### src/rtl/a5_pkg.sv
// ---------------------------------------------------------------------------
// a5_pkg
// Shared definitions for the A5/1 session controller:
//   - session FSM state type
//   - LFSR lengths, tap masks and clocking-bit positions
//   - phase lengths and the matching last-count values for the step counter
//   - maj3 helper used by the majority clocking rule
// No ports (package).
// ---------------------------------------------------------------------------
package a5_pkg;

  typedef enum logic [2:0] {
    ST_IDLE       = 3'd0,
    ST_LOAD_KEY   = 3'd1,
    ST_LOAD_FRAME = 3'd2,
    ST_WARMUP     = 3'd3,
    ST_GEN        = 3'd4,
    ST_FLUSH      = 3'd5
  } state_e;

  // Phase lengths
  localparam int unsigned KEY_W   = 64;
  localparam int unsigned FRAME_W = 22;
  localparam int unsigned WARMUP  = 100;
  localparam int unsigned KS_BITS = 228;

  // Register lengths
  localparam int unsigned LEN_A = 19;
  localparam int unsigned LEN_B = 22;
  localparam int unsigned LEN_C = 23;

  // Tap masks: feedback is the XOR of the masked register bits
  localparam logic [LEN_A-1:0] TAP_A = 19'h72000;   // 18,17,16,13
  localparam logic [LEN_B-1:0] TAP_B = 22'h300000;  // 21,20
  localparam logic [LEN_C-1:0] TAP_C = 23'h700080;  // 22,21,20,7

  // Clocking-bit positions for the majority rule
  localparam int unsigned CLK_A = 8;
  localparam int unsigned CLK_B = 10;
  localparam int unsigned CLK_C = 10;

  // Shared step counter: wide enough for the longest phase (228)
  localparam int unsigned CNT_W = 9;
  localparam logic [CNT_W-1:0] CNT_KEY_LAST   = CNT_W'(KEY_W - 1);
  localparam logic [CNT_W-1:0] CNT_FRAME_LAST = CNT_W'(FRAME_W - 1);
  localparam logic [CNT_W-1:0] CNT_WARM_LAST  = CNT_W'(WARMUP - 1);
  localparam logic [CNT_W-1:0] CNT_GEN_LAST   = CNT_W'(KS_BITS - 1);

  function automatic logic maj3(input logic a, input logic b, input logic c);
    return (a & b) | (a & c) | (b & c);
  endfunction

endpackage

### src/rtl/a5_session_ctrl_if.sv
// ---------------------------------------------------------------------------
// a5_session_ctrl_if
// Session control and keystream byte stream of the A5/1 session controller.
//   start    : session request (master -> slave)
//   key      : 64-bit session key, captured on accepted start
//   frame    : 22-bit frame number, captured on accepted start
//   busy     : session in progress (slave -> master)
//   done     : one-cycle pulse after the final byte handshake
//   ks_data  : keystream byte, first generated bit in bit 7
//   ks_valid : ks_data valid
//   ks_ready : downstream accept (master -> slave)
//   ks_last  : final byte of the session
//   ks_nbits : number of valid bits in ks_data (8, or 4 on the last byte)
// ---------------------------------------------------------------------------
interface a5_session_ctrl_if;
  import a5_pkg::*;

  logic               start;
  logic [KEY_W-1:0]   key;
  logic [FRAME_W-1:0] frame;
  logic               busy;
  logic               done;
  logic [7:0]         ks_data;
  logic               ks_valid;
  logic               ks_ready;
  logic               ks_last;
  logic [3:0]         ks_nbits;

  modport master (
    output start, key, frame, ks_ready,
    input  busy, done, ks_data, ks_valid, ks_last, ks_nbits
  );

  modport slave (
    input  start, key, frame, ks_ready,
    output busy, done, ks_data, ks_valid, ks_last, ks_nbits
  );

endinterface

### src/rtl/a5_lfsr_core.sv
// ---------------------------------------------------------------------------
// a5_lfsr_core
// The three A5/1 shift registers (19/22/23 bits).
//   clk        : clock, rising edge
//   rest       : synchronous active-low reset, clears all registers
//   clr_i      : clear all registers
//   step_all_i : load mode, every register steps, inj_bit_i XORed into feedback
//   step_maj_i : majority mode, registers whose clocking bit matches the
//                majority step
//   inj_bit_i  : key/frame bit injected in load mode
//   ks_bit_o   : output bit of the state reached by a majority step taken
//                this cycle (lookahead, so a captured bit matches the step
//                committed at the same edge)
// ---------------------------------------------------------------------------
module a5_lfsr_core
  import a5_pkg::*;
(
  input  logic clk,
  input  logic rest,
  input  logic clr_i,
  input  logic step_all_i,
  input  logic step_maj_i,
  input  logic inj_bit_i,
  output logic ks_bit_o
);

  logic [LEN_A-1:0] a_q, a_d, a_maj_s;
  logic [LEN_B-1:0] b_q, b_d, b_maj_s;
  logic [LEN_C-1:0] c_q, c_d, c_maj_s;
  logic             fb_a_s, fb_b_s, fb_c_s;
  logic             maj_s;

  // Feedback, majority-step lookahead and next-state selection
  always_comb begin
    fb_a_s = ^(a_q & TAP_A);
    fb_b_s = ^(b_q & TAP_B);
    fb_c_s = ^(c_q & TAP_C);
    maj_s  = maj3(a_q[CLK_A], b_q[CLK_B], c_q[CLK_C]);

    if (a_q[CLK_A] == maj_s) begin
      a_maj_s = {a_q[LEN_A-2:0], fb_a_s};
    end else begin
      a_maj_s = a_q;
    end
    if (b_q[CLK_B] == maj_s) begin
      b_maj_s = {b_q[LEN_B-2:0], fb_b_s};
    end else begin
      b_maj_s = b_q;
    end
    if (c_q[CLK_C] == maj_s) begin
      c_maj_s = {c_q[LEN_C-2:0], fb_c_s};
    end else begin
      c_maj_s = c_q;
    end

    ks_bit_o = a_maj_s[LEN_A-1] ^ b_maj_s[LEN_B-1] ^ c_maj_s[LEN_C-1];

    if (clr_i) begin
      a_d = {LEN_A{1'b0}};
      b_d = {LEN_B{1'b0}};
      c_d = {LEN_C{1'b0}};
    end else if (step_all_i) begin
      a_d = {a_q[LEN_A-2:0], fb_a_s ^ inj_bit_i};
      b_d = {b_q[LEN_B-2:0], fb_b_s ^ inj_bit_i};
      c_d = {c_q[LEN_C-2:0], fb_c_s ^ inj_bit_i};
    end else if (step_maj_i) begin
      a_d = a_maj_s;
      b_d = b_maj_s;
      c_d = c_maj_s;
    end else begin
      a_d = a_q;
      b_d = b_q;
      c_d = c_q;
    end
  end

  // Register state
  always_ff @(posedge clk) begin
    if (!rest) begin
      a_q <= {LEN_A{1'b0}};
      b_q <= {LEN_B{1'b0}};
      c_q <= {LEN_C{1'b0}};
    end else begin
      a_q <= a_d;
      b_q <= b_d;
      c_q <= c_d;
    end
  end

endmodule

### src/rtl/a5_session_ctrl.sv
// ---------------------------------------------------------------------------
// a5_session_ctrl
// Runs one A5/1 session: clear, 64 key-load steps, 22 frame-load steps,
// 100 discarded warm-up steps, then 228 keystream bits packed MSB-first into
// bytes on a valid/ready stream (last byte carries 4 bits, left-aligned).
//   clk  : clock, rising edge
//   rest : synchronous active-low reset; abandons any session, no done
//   bus  : a5_session_ctrl_if.slave (start/key/frame in, busy/done out,
//          ks_data/ks_valid/ks_last/ks_nbits out, ks_ready in)
// ---------------------------------------------------------------------------
module a5_session_ctrl
  import a5_pkg::*;
(
  input  logic              clk,
  input  logic              rest,
  a5_session_ctrl_if.slave  bus
);

  state_e             state_q;
  logic [CNT_W-1:0]   cnt_q;
  logic [KEY_W-1:0]   key_q;
  logic [FRAME_W-1:0] frame_q;
  logic [6:0]         pk_q;
  logic [7:0]         data_q;
  logic               valid_q;
  logic               last_q;
  logic [3:0]         nbits_q;
  logic               busy_q;
  logic               done_q;

  logic accept_s, room_s, last_bit_s, byte_end_s, gen_go_s;
  logic clr_s, step_all_s, step_maj_s, inj_s, ks_bit_s;

  a5_lfsr_core u_core (
    .clk        (clk),
    .rest       (rest),
    .clr_i      (clr_s),
    .step_all_i (step_all_s),
    .step_maj_i (step_maj_s),
    .inj_bit_i  (inj_s),
    .ks_bit_o   (ks_bit_s)
  );

  // Handshake, stall decision and core control decode
  always_comb begin
    accept_s   = valid_q & bus.ks_ready;
    room_s     = ~valid_q | bus.ks_ready;
    last_bit_s = (cnt_q == CNT_GEN_LAST);
    byte_end_s = (cnt_q[2:0] == 3'd7) | last_bit_s;
    // GEN only stalls on the cycle that would hand a byte to a full register
    gen_go_s   = (state_q == ST_GEN) & (~byte_end_s | room_s);
    clr_s      = (state_q == ST_IDLE) & bus.start;
    step_all_s = (state_q == ST_LOAD_KEY) | (state_q == ST_LOAD_FRAME);
    step_maj_s = (state_q == ST_WARMUP) | gen_go_s;
    // key/frame registers shift right, so bit 0 is always the next LSB-first bit
    if (state_q == ST_LOAD_KEY) begin
      inj_s = key_q[0];
    end else if (state_q == ST_LOAD_FRAME) begin
      inj_s = frame_q[0];
    end else begin
      inj_s = 1'b0;
    end
  end

  // Session FSM, step counter, bit packer and output register
  always_ff @(posedge clk) begin
    if (!rest) begin
      state_q <= ST_IDLE;
      cnt_q   <= {CNT_W{1'b0}};
      key_q   <= {KEY_W{1'b0}};
      frame_q <= {FRAME_W{1'b0}};
      pk_q    <= 7'd0;
      data_q  <= 8'd0;
      valid_q <= 1'b0;
      last_q  <= 1'b0;
      nbits_q <= 4'd0;
      busy_q  <= 1'b0;
      done_q  <= 1'b0;
    end else begin
      done_q <= 1'b0;

      // Drain first; a load later in this block overrides it (same-cycle refill)
      if (accept_s) begin
        valid_q <= 1'b0;
        data_q  <= 8'd0;
        last_q  <= 1'b0;
        nbits_q <= 4'd0;
      end

      case (state_q)
        ST_IDLE: begin
          if (bus.start) begin
            key_q   <= bus.key;
            frame_q <= bus.frame;
            cnt_q   <= {CNT_W{1'b0}};
            pk_q    <= 7'd0;
            busy_q  <= 1'b1;
            state_q <= ST_LOAD_KEY;
          end
        end

        ST_LOAD_KEY: begin
          key_q <= {1'b0, key_q[KEY_W-1:1]};
          if (cnt_q == CNT_KEY_LAST) begin
            cnt_q   <= {CNT_W{1'b0}};
            state_q <= ST_LOAD_FRAME;
          end else begin
            cnt_q <= cnt_q + CNT_W'(1);
          end
        end

        ST_LOAD_FRAME: begin
          frame_q <= {1'b0, frame_q[FRAME_W-1:1]};
          if (cnt_q == CNT_FRAME_LAST) begin
            cnt_q   <= {CNT_W{1'b0}};
            state_q <= ST_WARMUP;
          end else begin
            cnt_q <= cnt_q + CNT_W'(1);
          end
        end

        ST_WARMUP: begin
          if (cnt_q == CNT_WARM_LAST) begin
            cnt_q   <= {CNT_W{1'b0}};
            state_q <= ST_GEN;
          end else begin
            cnt_q <= cnt_q + CNT_W'(1);
          end
        end

        ST_GEN: begin
          if (gen_go_s) begin
            if (byte_end_s) begin
              // The bit produced this cycle goes straight into the byte,
              // saving a cycle of packer-to-register latency
              valid_q <= 1'b1;
              last_q  <= last_bit_s;
              pk_q    <= 7'd0;
              if (last_bit_s) begin
                data_q  <= {pk_q[2:0], ks_bit_s, 4'b0000};
                nbits_q <= 4'd4;
              end else begin
                data_q  <= {pk_q, ks_bit_s};
                nbits_q <= 4'd8;
              end
            end else begin
              pk_q <= {pk_q[5:0], ks_bit_s};
            end
            if (last_bit_s) begin
              cnt_q   <= {CNT_W{1'b0}};
              state_q <= ST_FLUSH;
            end else begin
              cnt_q <= cnt_q + CNT_W'(1);
            end
          end
        end

        ST_FLUSH: begin
          // Stay here through the done cycle so a start there is ignored
          if (done_q) begin
            state_q <= ST_IDLE;
          end else if (accept_s & last_q) begin
            done_q <= 1'b1;
            busy_q <= 1'b0;
          end
        end

        default: begin
          state_q <= ST_IDLE;
        end
      endcase
    end
  end

  assign bus.busy     = busy_q;
  assign bus.done     = done_q;
  assign bus.ks_data  = data_q;
  assign bus.ks_valid = valid_q;
  assign bus.ks_last  = last_q;
  assign bus.ks_nbits = nbits_q;

endmodule

### src/flat_wrapper.sv
// flat-port wrapper written by rule: the top's interface ports become plain ports
module a5_session_ctrl_flat import a5_pkg::*;
  (clk, rest, bus_start, bus_key, bus_frame, bus_ks_ready, bus_busy, bus_done, bus_ks_data, bus_ks_valid, bus_ks_last, bus_ks_nbits);
  a5_session_ctrl_if bus_i ();
  input  logic clk;
  input  logic rest;
  input wire logic [$bits(bus_i.start)-1:0] bus_start;
  input wire logic [$bits(bus_i.key)-1:0] bus_key;
  input wire logic [$bits(bus_i.frame)-1:0] bus_frame;
  input wire logic [$bits(bus_i.ks_ready)-1:0] bus_ks_ready;
  output wire logic [$bits(bus_i.busy)-1:0] bus_busy;
  output wire logic [$bits(bus_i.done)-1:0] bus_done;
  output wire logic [$bits(bus_i.ks_data)-1:0] bus_ks_data;
  output wire logic [$bits(bus_i.ks_valid)-1:0] bus_ks_valid;
  output wire logic [$bits(bus_i.ks_last)-1:0] bus_ks_last;
  output wire logic [$bits(bus_i.ks_nbits)-1:0] bus_ks_nbits;
  assign bus_i.start = bus_start;
  assign bus_i.key = bus_key;
  assign bus_i.frame = bus_frame;
  assign bus_i.ks_ready = bus_ks_ready;
  assign bus_busy = bus_i.busy;
  assign bus_done = bus_i.done;
  assign bus_ks_data = bus_i.ks_data;
  assign bus_ks_valid = bus_i.ks_valid;
  assign bus_ks_last = bus_i.ks_last;
  assign bus_ks_nbits = bus_i.ks_nbits;
  a5_session_ctrl u_core (.clk(clk), .rest(rest), .bus(bus_i));
endmodule
### config.mk
export PLATFORM = sky130hd
export DESIGN_NAME = a5_session_ctrl_flat
export DESIGN_NICKNAME = d
export VERILOG_FILES = /design/src/rtl/a5_pkg.sv /design/src/rtl/a5_session_ctrl_if.sv /design/src/rtl/a5_lfsr_core.sv /design/src/rtl/a5_session_ctrl.sv /design/src/flat_wrapper.sv
export SDC_FILE = /design/constraint.sdc
export NUM_CORES = 1
export LEC_CHECK = 0
export ABC_AREA = 1
export BUFFER_PORTS_ARGS = -buffer_cell sky130_fd_sc_hd__buf_2
export CAP_MARGIN = 20
export CORE_UTILIZATION = 50
export DETAILED_ROUTE_END_ITERATION = 12
export GPL_TIMING_DRIVEN = 0
export HOLD_SLACK_MARGIN = 0.03
export PLACE_DENSITY = 0.81
export SLEW_MARGIN = 20
export SYNTH_ARGS = -nofsm -noshare
export SYNTH_HDL_FRONTEND = slang
export SYNTH_SLANG_ARGS = --single-unit
### constraint.sdc
create_clock -name clk -period 4.48 [get_ports clk]
set_input_delay 0.224 -clock clk [delete_from_list [all_inputs] [get_ports clk]]
set_output_delay 0.224 -clock clk [all_outputs]
set_load 0.03 [all_outputs]
# Word level (Yosys, flattened, before mapping)
# Cells that the tools add are included.
[word_totals]
in_bits = 90
reg_bits = 185
elab_cells = 144
out_inout_bits = 16
[classes]
n_reduce_logical = 24
muxes = 57
bitwise = 23
eq_ne = 22
n_addsub = 1
[ops]
columns = ["cell", "n"]
rows = [
  ["$pmux W64 S2", 1],
  ["$mux W22", 4],
  ["$mux W23", 3],
  ["$mux W64", 1],
  ["$mux W19", 3],
  ["$mux W9", 6],
  ["$pmux W9 S5", 1],
  ["$pmux W22 S2", 1],
  ["$mux W8", 5],
  ["$reduce_xor A23 Y1", 1],
  ["$reduce_xor A22 Y1", 1],
  ["$mux W3", 7],
  ["$mux W7", 3],
  ["$mux W4", 5],
  ["$reduce_xor A19 Y1", 1],
  ["$pmux W3 S6", 1],
  ["$reduce_bool A2 Y1", 8],
  ["$mux W1", 14],
  ["$pmux W7 S2", 1],
  ["$ne A2 B1 Y1 const B", 6],
  ["$reduce_and A2 Y1", 5],
  ["$add A9 B1 Y9 const B", 1],
  ["$eq A3 B3 Y1 const B", 3],
  ["$eq A9 B5 Y1 const B", 1],
  ["19 further kinds", 44],
]

# Longest topological paths before layout
[logic_depth]
ltp_word = 11
ltp_mapped = 12
depth_no_buf = 12

# Cells and area by module
# A second synthesis with hierarchy kept.
[hier_totals]
cells_unflattened = 1006
area_unflattened_um2 = 8127.8
[by_module_without_submodules]
columns = ["mod", "area_each_um2", "n_inst", "cells_each", "seq_area_each_um2"]
rows = [
  ["a5_session_ctrl", 5387.7, 1, 688, 2422.3],
  ["a5_lfsr_core", 2740.1, 1, 318, 1281.2],
]

# Worst setup path after synthesis
# Ideal clock, no wire load.
[synth_timing]
path_type = "register to register"
start = "register u_core.cnt_q[1]"
end = "register u_core.u_core.c_q[12]"
t_arrival_ns = 1.655
setup_time_ns = 0.118
stages_incl_launch_ff = 12
slack_ns = 2.707
period_less_slack_ns = 1.773
n_path_buf = 2
required_time_ns = 4.362
cell_sequence = "dfxtp_1 -> ha_1 -> ha_1 -> inv_1 -> nand2_1 -> nand3_1 -> nand3_2 -> buf_6 -> buf_6 -> nand2_1 -> nand2_1 -> a21oi_2"
[synth_between]
elab_chain_cells = 8
elab_cells_between_ends = 9
classes_between = "eq/ne (2); bitwise (5); reduce/logical (2)"
[synth_lines]
columns = ["element", "line", "rtl"]
rows = [
  ["start, declared", "a5_session_ctrl.sv:20", "logic [CNT_W-1:0] cnt_q;"],
  ["start signal, assigned", "a5_session_ctrl.sv:69", "cnt_q <= {CNT_W{1'b0}};"],
  ["start signal, assigned", "a5_session_ctrl.sv:95", "cnt_q <= {CNT_W{1'b0}};"],
  ["start signal, assigned", "a5_session_ctrl.sv:105", "cnt_q <= {CNT_W{1'b0}};"],
  ["$eq A9 B8 Y1 or $eq A3 B3 Y1 (tied branches)", "a5_session_ctrl.sv:48, a5_session_ctrl.sv:49", ""],
  ["$or A1 B1 Y1 *", "a5_session_ctrl.sv:49", "byte_end_s = (cnt_q[2:0] == 3'd7) | last_bit_s;"],
  ["$not A1 Y1 *", "a5_session_ctrl.sv:51", "gen_go_s = (state_q == ST_GEN) & (~byte_end_s | room_s);"],
  ["$or A1 B1 Y1 *", "a5_session_ctrl.sv:51", ""],
  ["$and A1 B1 Y1 *", "a5_session_ctrl.sv:51", ""],
  ["$or A1 B1 Y1 *", "a5_session_ctrl.sv:54", "step_maj_s = (state_q == ST_WARMUP) | gen_go_s;"],
  ["$reduce_bool A2 Y1 (no line) *", "-", ""],
  ["$reduce_and A2 Y1 (no line) *", "-", ""],
  ["end signal, assigned", "a5_lfsr_core.sv:82", "c_q <= {LEN_C{1'b0}};"],
  ["end, declared", "a5_lfsr_core.sv:29", "logic [LEN_C-1:0] c_q, c_d, c_maj_s;"],
]
# Mark *: on every way between the ends. The rest lies on a longest branch, timed or not.
# A chain may end at the register's enable or synchronous reset.

# Worst setup path in the final report
[layout_timing]
start = "register u_core.cnt_q[1]"
end = "register u_core.u_core.c_q[0]"
# Same word-level chain as after synthesis.

==> results.tsv <==
metric	value	unit
vias in the first global route	7448	
Netlist cell types	36	
Nets	1454	
FF-to-FF setup slack	2.30	ns
Place WS	2.32	ns
drc violations	0	
Slew Limit Fails	0	
post-synthesis adder-cell area fraction	0.890	%
HPWL Detailed	14100	um
CTS tree	yes	
pwr dens	712	mW/mm^2
Hold Path Depth	3	
register area	0.00370	sq mm
layout cells sized above 1	14.6	%
Post-Layout Cell Count	1591	
hold buffer count at cts	0	
Simple-Gate Fraction of Synth Area	26.7	%
maxcap violations	0	
post-layout util	59.4	%
Synthesis Warnings	0	
CP Buf/Inv Count	3	
commonest non-fill, non-tap cells in the layout	nand2_1, dfxtp_1, buf_2, inv_1, a21oi_1	
origin of the critical flop-to-flop path	u_core.cnt_q[1]	
slew margin rel.	65.6	%
Peak VDD IR	0.318	mV
Slowest cell on crit path	dfxtp_1	
setup_tns	0	ns
CTS Sinks	185	
CP dominant cell by count	nand2_1	
post-synthesis register bit count	185	
PostCTS Resize Cnt	0	
Tot GR Track Use	23.2	%
post-synth top area cell	dfxtp_1	
Post-CTS Repair Setup Buffers	0	
gpl congestion	0.933	
clock skew	0.0109	ns
global-route wire length before repair	33500	um
commonest non-fill, non-tap cell in the layout	nand2_1	
via count	8152	
synthesized area per cell	6.83	sq um
clk_lat worst skew	0.44	ns
CP Cell Sequence	ha_1, ha_1, inv_1, nand2_1, nand3_1, nand3_2, buf_6, buf_6, nand2_1, nand2_1, nor2_1	
post-route ant nets	0	
multi-input combinational cell area	0.00393	sq mm
setup violators final	0	
Synth Area in Compound Gates	18.8	%
Leakage	4.42	nW
Fmax	0.459	GHz
IO Count	106	
post-synthesis xor/xnor area fraction	0.208	%
peak fanout along the critical path	10	
CP arrival	2.51	ns
Mapped Area	0.00843	sq mm
Hold EP	u_core.key_q[39]	
worst stage delay on the critical path	0.37	ns
unrepaired setup endpoints after global routing	no	
CTS Buffer Depth	2	
drt first pass iters	8	
Reg2Reg Depth	11	
CP top delay family	simple AND/OR/NAND/NOR gates	
sequential area share after synthesis	43.9	%
post-route clock period utilization	48.7	%
Layout fillers	1520	
DIE WIDTH	132	um
total wire length	19500	um
Port Buffers	104	
Worst Setup End Kind	flip-flop	
CTS H-tree depth	4	
CTS buffer count	17	
via/cell ratio	5.12	
Hold Path Origin	bus_key[39]	
Tmin final	2.18	ns
n_diodes	0	
pin count of the biggest net entering global routing	18	
top-area cell type share of the netlist area	43.9	%
dpl cells	1559	
die height	132	um
HP Class	in2reg	
WL per Instance	12.3	um
crit start category	flip-flop	
main combinational cell family by area after synthesis	simple AND/OR/NAND/NOR gates	
reg2reg end	u_core.u_core.c_q[0]	
Hold Vio Cnt, Final	0	
actual slew at the worst max-slew pin	0.517	ns
worst setup margin	2.30	ns
P&R area growth vs syn	16.4	%
WS Path Type	reg2reg	
# rows	47	
status	completed	
CORE AREA	0.0165	sq mm
multiplexer share of the synthesized area	0	%
initial antenna violation count	0	
Initial Util	51.0	%
DRC marker count from the first detailed-route iteration	549	
Reg clk slew, reported paths	0.07	ns
Worst EP required	4.81	ns
post-synthesis net count	1331	
Mapped Cells	1235	
root buf cell	clkbuf_16	
GRT Residual Overflow	0	
largest cells by area after synthesis	dfxtp_1, nand2_1, a21oi_1	
die area	0.0174	sq mm
[sequential cells by signal, summed over array words and instances (netlist names), 3 cells and up]
| signal | flops |
|---|---|
| u_core.key_q | 64 |
| u_core.u_core.c_q | 23 |
| u_core.frame_q | 22 |
| u_core.u_core.b_q | 22 |
| u_core.u_core.a_q | 19 |
| u_core.cnt_q | 9 |
| u_core.bus.ks_data | 8 |
| u_core.pk_q | 7 |
| u_core.bus.ks_nbits | 4 |
| u_core.state_q | 3 |
[area by class of cell]
| class | instances | area share (%) |
|---|---|---|
| repair buffers | 104 | 5.30 |
| well taps | 220 | 2.80 |
| clock inverters | 13 | 1.38 |
| inverters | 123 | 4.73 |
| plain buffers | 68 | 3.44 |
| clock buffers | 19 | 4.61 |
| flip-flops and latches | 185 | 37.7 |
| multi-input cells | 859 | 40.0 |
[how the worst max path moves through the flow]
stage	from	endpoint	slack [ns]	cells after the start
3_5_place_dp	u_core.cnt_q[1]	u_core.u_core.c_q[14]	2.32	11
6_report	u_core.cnt_q[1]	u_core.u_core.c_q[0]	2.30	11
5_1_grt	u_core.u_core.c_q[10]	u_core.pk_q[0]	2.05	9
2_1_floorplan	u_core.cnt_q[1]	u_core.u_core.c_q[12]	2.71	11
4_1_cts	u_core.cnt_q[1]	u_core.u_core.c_q[20]	2.31	11
3_3_place_gp	u_core.cnt_q[1]	u_core.u_core.c_q[20]	2.35	11
[tightest hold or removal path, delay by kind of cell]
family | cells | cell delay, ns
buf+inv | 1 | 0.09
compound gates | 1 | 0.07
simple gates | 1 | 0.05
[per-layer routing]
metal	vias to the layer above	share of wire, %	GRT usage, %
met2	205	47	38.6
li1	4216	-	-
met1	3691	46	29.6
met5	-	0	0
met3	40	5.0	4.84
met4	0	2.1	8.85
[power breakdown]
part / total [mW] / internal, mW / switching, mW
clock network: 1.49 / 0.811 / 0.680
logic: 2.98 / 1.01 / 1.98
registers: 2.52 / 2.24 / 0.277
total: 6.99 / 4.06 / 2.93
[metrics by stage]
stage | area [sq um] | total power, mW | hold WS [ns]
floorplan | 8430 | 4.82 | 0.371
global placement | 9230 | 5.41 | 0.435
detailed placement | 9230 | 5.51 | 0.436
CTS | 9820 | 7.01 | 0.0314
global route | 9820 | 7.60 | 0.0518
finish | 9820 | 6.99 | 0.0429
[cell usage after synthesis (all sizes together)]
master,number
ha,6
nor3,3
o221a,1
buf,29
nand4,2
nand2,431
nor2,83
o21ai,107
xnor2,1
xor2,1
inv,122
nand3,38
o211ai,3
a31oi,63
o21bai,1
a21oi,117
dfxtp,185
and2,1
clkinv,1
or2,1
clkbuf,39
[cells by family (layout without fill, tap and decap cells)]
kind of cell    Yosys count  count (layout)
buf+inv                 191             327
xor+xnor                  2               2
simple gates            559             559
compound gates          292             292
fa+ha+maj                 6               6
flops                   185             185
(Power assumes the default switching activity.)
